===== src/rtl/serial_add_sub.sv =====
// Bit-serial adder/subtractor: one full-adder slice, LSB first, WIDTH RUN cycles per operation.
// start in IDLE/DONE loads operands; start during RUN is ignored; sum/cout/overflow update only on entering DONE.
module serial_add_sub #(
    parameter int WIDTH = 8
) (
    input  logic             clk,
    input  logic             rst,
    input  logic             start,
    input  logic             sub,
    input  logic [WIDTH-1:0] a,
    input  logic [WIDTH-1:0] b,
    output logic             busy,
    output logic             done,
    output logic [WIDTH-1:0] sum,
    output logic             cout,
    output logic             overflow
);

    localparam int CW = $clog2(WIDTH) + 1;

    typedef enum logic [1:0] {
        IDLE = 2'd0,
        RUN  = 2'd1,
        DONE = 2'd2
    } state_t;

    state_t           state_q, state_d;
    logic [WIDTH-1:0] a_q, a_d;
    logic [WIDTH-1:0] b_q, b_d;
    logic [WIDTH-1:0] part_q, part_d;
    logic [WIDTH-1:0] sum_q, sum_d;
    logic [CW-1:0]    cnt_q, cnt_d;
    logic             carry_q, carry_d;
    logic             cout_q, cout_d;
    logic             ovf_q, ovf_d;

    logic             bit_s;
    logic             bit_c;
    logic             last_bit;
    logic [WIDTH:0]   shifted;

    always_comb begin
        bit_s    = a_q[0] ^ b_q[0] ^ carry_q;
        bit_c    = (a_q[0] & b_q[0]) | (a_q[0] & carry_q) | (b_q[0] & carry_q);
        last_bit = (cnt_q == CW'(WIDTH - 1));
        // New bit enters at the MSB; after WIDTH shifts the partial result is aligned.
        shifted  = {bit_s, part_q};

        state_d = state_q;
        a_d     = a_q;
        b_d     = b_q;
        part_d  = part_q;
        cnt_d   = cnt_q;
        carry_d = carry_q;
        sum_d   = sum_q;
        cout_d  = cout_q;
        ovf_d   = ovf_q;

        case (state_q)
            IDLE, DONE: begin
                if (start) begin
                    state_d = RUN;
                    a_d     = a;
                    b_d     = b ^ {WIDTH{sub}};
                    carry_d = sub;
                    cnt_d   = '0;
                    part_d  = '0;
                end else begin
                    state_d = IDLE;
                end
            end
            RUN: begin
                a_d     = a_q >> 1;
                b_d     = b_q >> 1;
                carry_d = bit_c;
                part_d  = shifted[WIDTH:1];
                cnt_d   = cnt_q + 1'b1;
                if (last_bit) begin
                    // carry_q is the carry into the MSB slice at this point.
                    state_d = DONE;
                    sum_d   = shifted[WIDTH:1];
                    cout_d  = bit_c;
                    ovf_d   = carry_q ^ bit_c;
                end
            end
            default: state_d = IDLE;
        endcase
    end

    always_ff @(posedge clk or posedge rst) begin
        if (rst) begin
            state_q <= IDLE;
            a_q     <= '0;
            b_q     <= '0;
            part_q  <= '0;
            cnt_q   <= '0;
            carry_q <= 1'b0;
            sum_q   <= '0;
            cout_q  <= 1'b0;
            ovf_q   <= 1'b0;
        end else begin
            state_q <= state_d;
            a_q     <= a_d;
            b_q     <= b_d;
            part_q  <= part_d;
            cnt_q   <= cnt_d;
            carry_q <= carry_d;
            sum_q   <= sum_d;
            cout_q  <= cout_d;
            ovf_q   <= ovf_d;
        end
    end

    assign busy     = (state_q == RUN);
    assign done     = (state_q == DONE);
    assign sum      = sum_q;
    assign cout     = cout_q;
    assign overflow = ovf_q;

endmodule


===== config.mk =====
export PLATFORM = sky130hd
export DESIGN_NAME = serial_add_sub
export DESIGN_NICKNAME = d
export VERILOG_FILES = /design/src/rtl/serial_add_sub.sv
export SDC_FILE = /design/constraint.sdc
export NUM_CORES = 1
export LEC_CHECK = 0
export CAP_MARGIN = 40
export CORE_ASPECT_RATIO = 1.25
export CORE_MARGIN = 2
export CORE_UTILIZATION = 51
export DETAILED_ROUTE_END_ITERATION = 8
export GPL_TIMING_DRIVEN = 0
export HOLD_SLACK_MARGIN = 0.02
export PLACE_DENSITY_LB_ADDON = 0.15
export REMOVE_ABC_BUFFERS = 1
export SYNTH_ARGS = -nofsm -noshare
export SYNTH_HDL_FRONTEND = slang
export SYNTH_SLANG_ARGS = --single-unit

===== constraint.sdc =====
create_clock -name clk -period 2.05 [get_ports clk]
set_input_delay 0.205 -clock clk [delete_from_list [all_inputs] [get_ports clk]]
set_output_delay 0.205 -clock clk [all_outputs]
set_load 0.1 [all_outputs]

==> out/results.txt <==
crit path launch: cnt_q[0]$_DFFE_PP0P_
PwrDens: 1813 nW/um^2
DRC viols: 0
Setup Skew: 0.004893 ns
nets: 194
Pint: 0.002455 W
M2 GR Usage: 36.01%
Finished Cell Area: 2349 sq um
initial antenna violation count: 0
fin. max-slew vios: 0
Yosys top cell area share: 58.74%
largest net degree at the start of global routing: 41
worst skew pair latency: 0.29 ns
Final WS setup: 0.2793 ns
CTS Buf Count: 5
Syn Area/Cell: 13.31 sq um
Top-Level Pins: 32
clk buf depth: 2
top cells by area in the synthesized netlist: dfrtp_1 59%, a22o_1 9.8%, mux2_2 6.6%
CTS clock-pin slew for the worst setup and hold paths: 0.08 ns
CTS tree: done
number of synthesized flops with an enable pin: 0
share of layout cells above drive strength 1: 21.97%
switching power: 0.001803 W
Die Wd: 55.70 microns
area leader, netlist: dfrtp_1
Initial Util: 53.35%
Max Cap Viol: 0
RSZ-0062 raised after global routing: no
Post-synth ARST share: 100.0%
core area: 3194 sq um
first-pass GRT wire length: 5961 microns
FF+latch count, synth: 40
Worst slew margin: 46.12%
combinational power share: 55.0%
overall routed net length: 3372 microns
post-DP HPWL: 2339 microns
Sequential Power Share: 32.4%
Hold Path Class: in2async
R2R Path Start: cnt_q[0]$_DFFE_PP0P_
Setup crit end kind: register
Sw Ratio: 42.34%
power share of the clock group: 12.6%
number of routed nets with antenna violations: 0
grt peak-use layer: met2
IO buf count: 31
endpoints failing setup: 0
row cnt: 23
Final Power: 0.004258 W
Worst-Margin Slew: 0.8070 ns
CTS H-tree lvls: 2
DR vias/cell: 5.619
Critical Path AT: 1.95 ns
FF-to-FF path depth: 4
synth unique cells: 23
Ys Warns: 0
count leader, synth: dfrtp_1
TritonRoute pass-1 iters: 4
diode count: 0
routed len/inst: 16.06 microns
M3 GR Usage: 6.343%
critical path class: reg2reg
Worst setup SP type: register
most instantiated cells after synthesis: 40 x dfrtp_1, 19 x a22o_1, 10 x mux2_2
maximum fanout along the worst path: 11
Required @ worst endpoint: 2.23 ns
Syn-to-layout area delta: 37.81%
mapped cell area: 1704 sq um
VDD IR max: 1421 uV
post-synthesis sequential area ratio: 58.74%
RePlAce Congestion: 0.7180
Max Freq: 0.5647 GHz
vias in the first global route: 1335
clock root cell: clkbuf_8
Die H: 68.63 microns
fraction of the cycle the final worst path needs: 86.38%
Top FF cell, synth: dfrtp_1
pre-CTS setup slack: -0.1066 ns
minimum clock period: 1.771 ns
vias: 1180
Remaining Overflow, GRT: 0
grt met1 use: 23.44%
1st-iter DRT viols: 32
Final Hold Viols: 0
DIE AREA: 3823 sq um
status: finished, final reports clean
Leakage: 1.106 nW
Num Clock Sinks: 40
Core Util, Final: 73.52%
Syn Inst Count: 128
Placement Cell Area: 2245 sq um
Global Route Usage Sum: 20.98%
-- per-layer routing --
metal,share of wire [%],wire (microns)
met5,0,0
met4,2.2,74
met3,3.9,130
met2,52,1750
met1,42,1416
-- final timing paths --
check,endpoint,slack (ns)
worst max-delay path,sum[0]$_DFFE_PP0P_,0.28
worst min-delay path,sum[3]$_DFFE_PP0P_,0.40
worst max register to register,sum[0]$_DFFE_PP0P_,0.28
worst min register to register,a_q[3]$_DFFE_PP0P_,0.48
max in group asynchronous,part_q[4]$_DFFE_PP0P_,1.14
min in group clk,a_q[3]$_DFFE_PP0P_,0.48
-- layout make-up --
class	instances	area, sq um
flip-flops and latches	40	1001
fillers	218	845.8
multi-input cells	78	661.9
repair buffers	46	543.0
clock buffers	6	82.58
well taps	37	46.29
clock inverters	2	10.01
inverters	1	3.754
-- flip-flops by register name, summed over array words and instances (netlist names) --
name / cells
a_q: 8
part_q: 7
state_q: 2
overflow: 1
sum: 8
cout: 1
b_q: 8
cnt_q: 4
carry_q: 1
-- power by group through the flow --
stage / registers, W / clock network, W / logic, W
4_1_cts: 0.00138 / 0.000548 / 0.00237
3_5_place_dp: 0.00139 / 0 / 0.00232
6_report: 0.00138 / 0.000537 / 0.00234
5_1_grt: 0.00143 / 0.000579 / 0.00249
2_1_floorplan: 0.00193 / 0 / 0.000886
3_3_place_gp: 0.00136 / 0 / 0.00184
-- logic make-up (layout without fill, tap and decap cells) --
family	count (synthesis)	in the layout	synth area share (%)
flops	40	40	58.74
compound gates	35	35	17.69
simple gates	19	19	5.801
mux	12	12	7.783
xor+xnor	10	10	5.140
buf+inv	10	55	2.936
fa+ha+maj	2	2	1.909
-- placed cells by master (no fill, tap or decap), types with 2 or more instances in the layout --
| cell | Yosys | routed |
|---|---|---|
| xnor2_1 | 8 | 8 |
| clkbuf_8 | 0 | 6 |
| dfrtp_1 | 40 | 40 |
| a21o_1 | 8 | 8 |
| mux2i_1 | 2 | 2 |
| nor2_1 | 8 | 8 |
| a221o_1 | 7 | 7 |
| nand2_1 | 3 | 3 |
| mux2_2 | 10 | 10 |
| buf_8 | 0 | 12 |
| buf_4 | 1 | 2 |
| xor2_1 | 2 | 2 |
| a22o_1 | 19 | 19 |
| nor2b_1 | 3 | 3 |
| clkinv_2 | 0 | 2 |
| clkdlybuf4s50_1 | 0 | 30 |
-- stage by stage --
| stage | hold WS (ns) | TNS [ns] | cells |
|---|---|---|---|
| 2_1_floorplan | 0.3449 | -18.91 | 119 |
| 3_3_place_gp | 0.4588 | -12.89 | 187 |
| 3_5_place_dp | 0.4696 | -1.017 | 202 |
| 4_1_cts | 0.4328 | 0 | 211 |
| 5_1_grt | 0.4975 | 0 | 210 |
| 6_report | 0.3998 | 0 | 210 |
-- what timing repair did --
action,in CTS,in global routing
endpoints found under the setup margin,11,11
setup buffers,1,0
hold buffers,0,0
gates cloned,0,0
resized for setup,3,1
hold endpoints to repair,0,0
-- worst max-delay path, stage by stage (launching register included) --
cell     delay, ns
dfrtp_1       0.40
ha_1          0.20
nand2_1       0.11
nor3b_4       0.54
mux2_2        0.40
No activity file was read; power rests on OpenSTA's default activity.
